$ cat config.mk
export PLATFORM = sky130hd
export DESIGN_NAME = cordic_table_loader
export DESIGN_NICKNAME = d
export VERILOG_FILES = /design/src/rtl/cordic_table_loader.sv
export SDC_FILE = /design/constraint.sdc
export NUM_CORES = 1
export LEC_CHECK = 0
export ABC_AREA = 1
export CORE_MARGIN = 8
export CORE_UTILIZATION = 51
export CTS_CLUSTER_DIAMETER = 60
export DETAILED_ROUTE_END_ITERATION = 7
export PLACE_DENSITY = 0.9
export SLEW_MARGIN = 20
export SYNTH_ARGS = -nofsm -noshare
export SYNTH_HDL_FRONTEND = slang
export SYNTH_SLANG_ARGS = --single-unit
$ cat constraint.sdc
create_clock -name i_clk -period 3.5 [get_ports i_clk]
set_input_delay 0.7 -clock i_clk [delete_from_list [all_inputs] [get_ports i_clk]]
set_output_delay 0.7 -clock i_clk [all_outputs]
set_load 0.02 [all_outputs]
$ cat src/rtl/cordic_table_loader.sv
// Byte-serial loader for the CORDIC/DDS coefficient table.
// Optional trailing XOR checksum byte: define CHECKSUM_EN.
module cordic_table_loader #(
  parameter int ENTRIES = 64,
  parameter int IDX_W   = 6,
  parameter int DATA_W  = 48
) (
  input  logic              i_clk,
  input  logic              i_reset,
  input  logic              i_start,
  input  logic              i_abort,
  input  logic              i_in_valid,
  input  logic [7:0]        i_in_data,
  output logic              o_in_ready,
  output logic              o_tbl_we,
  output logic [IDX_W-1:0]  o_index_wri,
  output logic [DATA_W-1:0] o_D,
  output logic              o_cen,
  output logic              o_done,
  output logic              o_err
);

  localparam int BPE  = DATA_W / 8;
  localparam int BC_W = $clog2(BPE);

  typedef enum logic [1:0] {
    S_IDLE,
    S_LOAD,
    S_CHK,
    S_DONE
  } state_t;

  state_t              r_state;
  logic [BC_W-1:0]     r_bcnt;
  logic [IDX_W-1:0]    r_idx;
  logic                r_in_ready;
  logic                r_tbl_we;
  logic [IDX_W-1:0]    r_index_wri;
  logic [DATA_W-1:0]   r_d;
  logic                r_cen;
  logic                r_done;
  logic                r_err;
`ifdef CHECKSUM_EN
  logic [7:0]          r_xor;
`endif

  logic w_xfer;
  logic w_last_byte;
  logic w_last_ent;

  assign w_xfer      = i_in_valid & r_in_ready & ~i_abort;
  assign w_last_byte = (r_bcnt == BC_W'(BPE - 1));
  assign w_last_ent  = (r_idx == IDX_W'(ENTRIES - 1));

  always_ff @(posedge i_clk) begin
    if (i_reset) begin
      r_state     <= S_IDLE;
      r_bcnt      <= '0;
      r_idx       <= '0;
      r_in_ready  <= 1'b0;
      r_tbl_we    <= 1'b0;
      r_index_wri <= '0;
      r_d         <= '0;
      r_cen       <= 1'b0;
      r_done      <= 1'b0;
      r_err       <= 1'b0;
`ifdef CHECKSUM_EN
      r_xor       <= '0;
`endif
    end else begin
      r_tbl_we <= 1'b0;
      r_done   <= 1'b0;
      unique case (r_state)
        S_IDLE: begin
          if (i_start) begin
            r_state    <= S_LOAD;
            r_idx      <= '0;
            r_bcnt     <= '0;
            r_err      <= 1'b0;
            r_cen      <= 1'b0;
            r_in_ready <= 1'b1;
`ifdef CHECKSUM_EN
            r_xor      <= '0;
`endif
          end
        end
        S_LOAD: begin
          if (i_abort) begin
            r_state    <= S_IDLE;
            r_err      <= 1'b1;
            r_in_ready <= 1'b0;
          end else if (w_xfer) begin
            r_d <= {r_d[DATA_W-9:0], i_in_data};
`ifdef CHECKSUM_EN
            r_xor <= r_xor ^ i_in_data;
`endif
            if (w_last_byte) begin
              r_bcnt      <= '0;
              r_tbl_we    <= 1'b1;
              r_index_wri <= r_idx;
              r_idx       <= r_idx + 1'b1;
              // Final entry: stop taking payload once it is packed
              if (w_last_ent) begin
`ifdef CHECKSUM_EN
                r_state    <= S_CHK;
`else
                r_state    <= S_DONE;
                r_in_ready <= 1'b0;
`endif
              end
            end else begin
              r_bcnt <= r_bcnt + 1'b1;
            end
          end
        end
`ifdef CHECKSUM_EN
        S_CHK: begin
          if (i_abort) begin
            r_state    <= S_IDLE;
            r_err      <= 1'b1;
            r_in_ready <= 1'b0;
          end else if (w_xfer) begin
            r_in_ready <= 1'b0;
            if (i_in_data == r_xor) begin
              r_state <= S_DONE;
            end else begin
              r_state <= S_IDLE;
              r_err   <= 1'b1;
            end
          end
        end
`endif
        S_DONE: begin
          r_done  <= 1'b1;
          r_cen   <= 1'b1;
          r_state <= S_IDLE;
        end
        default: begin
          r_state    <= S_IDLE;
          r_in_ready <= 1'b0;
        end
      endcase
    end
  end

  assign o_in_ready  = r_in_ready;
  assign o_tbl_we    = r_tbl_we;
  assign o_index_wri = r_index_wri;
  assign o_D         = r_d;
  assign o_cen       = r_cen;
  assign o_done      = r_done;
  assign o_err       = r_err;

endmodule
# Word level (Yosys, flattened, before mapping)

Cells that the tools add are included.

$add $sub $neg: 2
Multiply operators: 0
Divide/modulo/power cells: 0
$lt $le $gt $ge: 0
Equality and inequality tests: 12
Shift operators: 0
Mux-type cells: 28
Bitwise operators: 6
Reductions and logical operators: 12

Operator list:

| operator                                                               | number |
|---|---|
| 6-bit 2-to-1 mux                                                       | 4 |
| 3-bit 2-to-1 mux                                                       | 4 |
| 6-bit case mux with 2 select lines                                     | 1 |
| 4-bit AND reduction                                                    | 3 |
| 2-bit 2-to-1 mux                                                       | 5 |
| 2-bit inequality test (second input constant)                          | 5 |
| 5-bit AND reduction                                                    | 2 |
| 1-bit 2-to-1 mux                                                       | 9 |
| 3-bit inequality test (second input constant)                          | 3 |
| 6-bit by 1-bit adder with 6-bit output (second input constant)         | 1 |
| 6-bit equality test (second input constant)                            | 1 |
| 3-bit case mux with 2 select lines                                     | 1 |
| 3-bit AND reduction                                                    | 2 |
| 1-bit inverter                                                         | 4 |
| 1-bit case mux with 2 select lines                                     | 2 |
| 2-bit case mux with 2 select lines                                     | 1 |
| 2-bit nonzero test                                                     | 2 |
| 4-bit OR reduction                                                     | 1 |
| 3-bit by 1-bit adder with 3-bit output (second input constant)         | 1 |
| 3-bit equality test (second input constant)                            | 1 |
| 1-bit case mux with 3 select lines                                     | 1 |
| 1-bit AND                                                              | 2 |
| 2-bit by 1-bit equality test with 1-bit output (second input constant) | 1 |
| 2-bit equality test (second input constant)                            | 1 |
| other kinds (2)                                                        | 2 |

Bits in registers: 70
Bits in latches: 0
RAM bits: 0
Memory bits (read-only): 0
Input port bits: 13
Output and inout port bits: 59
Logic and storage cells: 70
Memories: 0

# Longest topological paths before layout

Depth after elaboration: 6
Depth in mapped cells: 9
Depth with buffers taken out: 8

# Least setup slack after synthesis

No wires, ideal clock.

Path type: in2reg
Start: input i_in_valid
End: register r_bcnt[1]
Setup time: 0.131 ns
Arrival: 1.366 ns
Data required time: 3.369 ns
Path slack: 2.003 ns
Stages on the path: 8
Buffers on the path: 1
Path through: nand2_1 > nor2_2 > nand2_4 > buf_6 > nand2_2 > nand2_2 > a21oi_2 > nor3_2

Cells in the longest elaborated chain, start to end: 4

Ends and longest elaborated chain:

| element                                | line | source |
|---|---|---|
| start: declaration                     | 12   | `input logic i_in_valid,` |
| 1-bit AND (2 in a row)                 | 51   | `assign w_xfer = i_in_valid & r_in_ready & ~i_abort;` |
| 2-bit inequality test (no source line) | --   |  |
| 4-bit AND reduction (no source line)   | --   |  |
| end signal: assignment                 | 112  | `r_bcnt <= r_bcnt + 1'b1;` |
| end: declaration                       | 34   | `logic [BC_W-1:0] r_bcnt;` |

No other way between the ends.
A chain may end at the register's enable or synchronous reset.

# Worst setup path after layout

Start: input i_in_valid
End: register r_d[33], in the netlist o_D[33]

Cells in the longest elaborated chain, start to end: 3

Ends and longest elaborated chain:

| element                              | line | source |
|---|---|---|
| 1-bit AND (2 in a row)               | 51   |  |
| 3-bit AND reduction (no source line) | --   |  |
| end signal: assignment               | 93   | `r_d <= {r_d[DATA_W-9:0], i_in_data};` |
| end: declaration                     | 39   | `logic [DATA_W-1:0] r_d;` |

No other way between the ends.

==> results.sh <==
export IMPL_status="completed"
export IMPL_min_path_type="register to register"
export IMPL_setup_worst_path_start_class="primary input"
export IMPL_ios=72
export IMPL_io_buffer_count=71
export IMPL_routed_via_density=4.99
export IMPL_grt_max_degree=52
export IMPL_dp_hpwl_mm=4.37
export IMPL_ctsHtreeMaxLevel=3
export IMPL_routed_wl_mm=6.48
export IMPL_maxCapViolCount=0
export IMPL_power_uw=1730
export IMPL_cts_hold_fix_buffers=0
export IMPL_grt_pass1_wl_mm=10.4
export IMPL_overflow=0
export IMPL_dieArea_sq_um=7680
export IMPL_post_cts_resized=0
export IMPL_wire_per_inst_microns=13.6
export IMPL_power_density_nw_per_um2=483
export IMPL_use_met2=0.290
export IMPL_synth_cells=335
export IMPL_power_leakage_uw=0.00133
export IMPL_ir_drop_v=0.000496
export IMPL_num_vias=2375
export IMPL_drive_above_1_share=0.0837
export IMPL_power_internal_uw=1350
export IMPL_cts_buffers=9
export IMPL_drc=0
export IMPL_clkPwrFrac=0.457
export IMPL_clockBufferDepth=2
export IMPL_antennaDiodeCount=0
export IMPL_setup_violations=0
export IMPL_synth_area_sq_um=2620
export IMPL_area_growth_pct=36.8
export IMPL_first_global_vias=2198
export IMPL_die_x_microns=87.7
export IMPL_relSlewSlack=0.602
export IMPL_arrival_ns=2.58
export IMPL_critPathMaxFanout=51
export IMPL_tightest_slew_ns=0.596
export IMPL_tns_ns=0
export IMPL_rsz0062_at_grt="no"
export IMPL_drv_slew=0
export IMPL_yosysUniqueCellTypes=23
export IMPL_place_congestion=0.848
export IMPL_globalRouteMet3Util=0.0582
export IMPL_clkLatencyLatePin_ns=0.35
export IMPL_fp_row_count=26
export IMPL_yosys_warnings=0
export IMPL_crit_type="primary input to register"
export IMPL_die_h_microns=87.7
export IMPL_p_comb_frac=0.070
export IMPL_cp_end_kind="register"
export IMPL_switching_power_uw=377
export IMPL_nNetsFinal=416
export IMPL_clock_fmax_ghz=0.434
export IMPL_syn_nets=349
export IMPL_syn_avg_cell_area_sq_um=7.82
export IMPL_period_share=0.658
export IMPL_cts_sinks=70
export IMPL_clock_skew_ns=0.0123
export IMPL_crit_chain="clkdlybuf4s50_1 -> nand2_1 -> nor2_2 -> nand2_4 -> inv_2 -> buf_4 -> nor2_1 -> nor2_1"
export IMPL_cp_data_required_time_ns=3.78
export IMPL_coreArea_sq_um=5040
export IMPL_cpPeakStageDelay_ns=0.54
export IMPL_power_frac_seq=0.473
export IMPL_first_pass_iters=5
export IMPL_layout_min_cycle_time_ns=2.30
export IMPL_yosysSeqAreaShare=0.535
export IMPL_antenna_found_initial=0
export IMPL_post_cts_buffers=0
export IMPL_cts_tree="yes"
export IMPL_synth_seq_cells=70
export IMPL_start_util=0.519
export IMPL_cp_top_family="buffers and inverters"
export IMPL_grt_use_total=0.175
export IMPL_swShare=0.218
export IMPL_first_iter_violations=155
export IMPL_slowest_stage="inv_2"
export IMPL_grt_busiest_layer="met2"
export IMPL_crit_buf_inv=3
export IMPL_clkTransAtPathRegs_ns=0.07
export IMPL_crit_top_cell="nor2_1"
export IMPL_drt_antenna_violating_nets=0
export IMPL_grt_util_met1=0.191
export IMPL_hold_violations=0
export IMPL_root_buffer="clkbuf_8"
[flip-flops by register name, summed over array words and instances (netlist names)]
signal,flops
o_tbl_we,1
o_D,48
o_index_wri,6
r_idx,6
o_err,1
r_bcnt,3
o_cen,1
o_done,1
r_state,2
o_in_ready,1
[layer usage]
layer  wire length, microns  up-vias
met3                    475       14
li1                       -     1205
met2                   3160       91
met1                   2680     1065
met5                      0        -
met4                    160        0
[layout by cell type, fill, tap and decap left out, types with 2 or more instances in the layout]
| cell | synthesis | routed |
|---|---|---|
| clkbuf_8 | 0 | 10 |
| o21ai_1 | 6 | 6 |
| dfxtp_1 | 70 | 70 |
| nand2_1 | 22 | 22 |
| clkdlybuf4s50_1 | 0 | 71 |
| o21ai_0 | 53 | 53 |
| a21oi_1 | 14 | 14 |
| nand3_1 | 8 | 8 |
| nor2_2 | 4 | 4 |
| nand2_2 | 4 | 4 |
| nand2_4 | 3 | 3 |
| bufinv_16 | 0 | 3 |
| inv_1 | 13 | 13 |
| inv_2 | 2 | 2 |
| buf_4 | 5 | 2 |
| nor2_1 | 112 | 112 |
[power by group through the flow]
stage | registers, uW | clock network, uW | logic [uW]
2_1_floorplan | 847 | 0 | 59.7
3_3_place_gp | 835 | 0 | 116
3_5_place_dp | 836 | 0 | 119
4_1_cts | 817 | 807 | 121
5_1_grt | 819 | 833 | 134
6_report | 817 | 790 | 121
[synthesized netlist by cell type (all sizes together)]
| cell type | instances | share of area |
|---|---|---|
| nor4 | 1 | 0.0024 |
| buf | 11 | 0.033 |
| ha | 1 | 0.0048 |
| nor2 | 116 | 0.17 |
| nand4 | 1 | 0.0048 |
| nand3 | 8 | 0.015 |
| a21oi | 15 | 0.030 |
| nor3 | 2 | 0.0057 |
| nand2 | 29 | 0.054 |
| inv | 15 | 0.022 |
| clkbuf | 7 | 0.011 |
| dfxtp | 70 | 0.54 |
| o21ai | 59 | 0.11 |
[metrics by stage]
step	hold WS (ns)	util	setup WS (ns)	area, sq um	cells
6_report	0.470	0.710	1.20	3580	476
5_1_grt	0.498	0.710	1.03	3580	476
4_1_cts	0.471	0.710	1.22	3580	476
3_5_place_dp	0.460	0.662	0.845	3340	461
3_3_place_gp	0.443	0.662	0.892	3340	461
2_1_floorplan	0.449	-	2.00	2620	335
[worst reg2reg max path, delay by kind of cell, from the launching register on]
kind                   cells  cell delay [ns]
and+or+nand+nor            5             0.60
buffers and inverters      2             0.82
DFF                        1             0.38
[cells by family after synthesis]
kind of cell	synth area share
adders and majority gates	0.00478
and+or+nand+nor	0.252
buffers and inverters	0.0650
AOI/OAI and AO/OA	0.143
DFF	0.535
[area by class of cell]
class | count | area [sq um]
clock buffer | 10 | 138
sequential | 70 | 1400
multi-input combinational | 232 | 1050
inverter | 15 | 56.3
tap | 70 | 87.6
fill | 390 | 1460
timing repair buffer | 74 | 746
clock inverter | 5 | 106
[worst paths after layout]
kind                                 from                    to  slack, ns  cells after the start
setup / recovery               i_in_valid  o_D[33]$_SDFFE_PP0P_       1.20                      8
hold / removal         o_err$_SDFFE_PP0P_    o_err$_SDFFE_PP0P_       0.47                      2
setup reg to reg  o_in_ready$_SDFFE_PP0P_  o_D[33]$_SDFFE_PP0P_       1.64                      7
hold reg to reg        o_err$_SDFFE_PP0P_    o_err$_SDFFE_PP0P_       0.47                      2
Power figures use the tool's default switching activity.
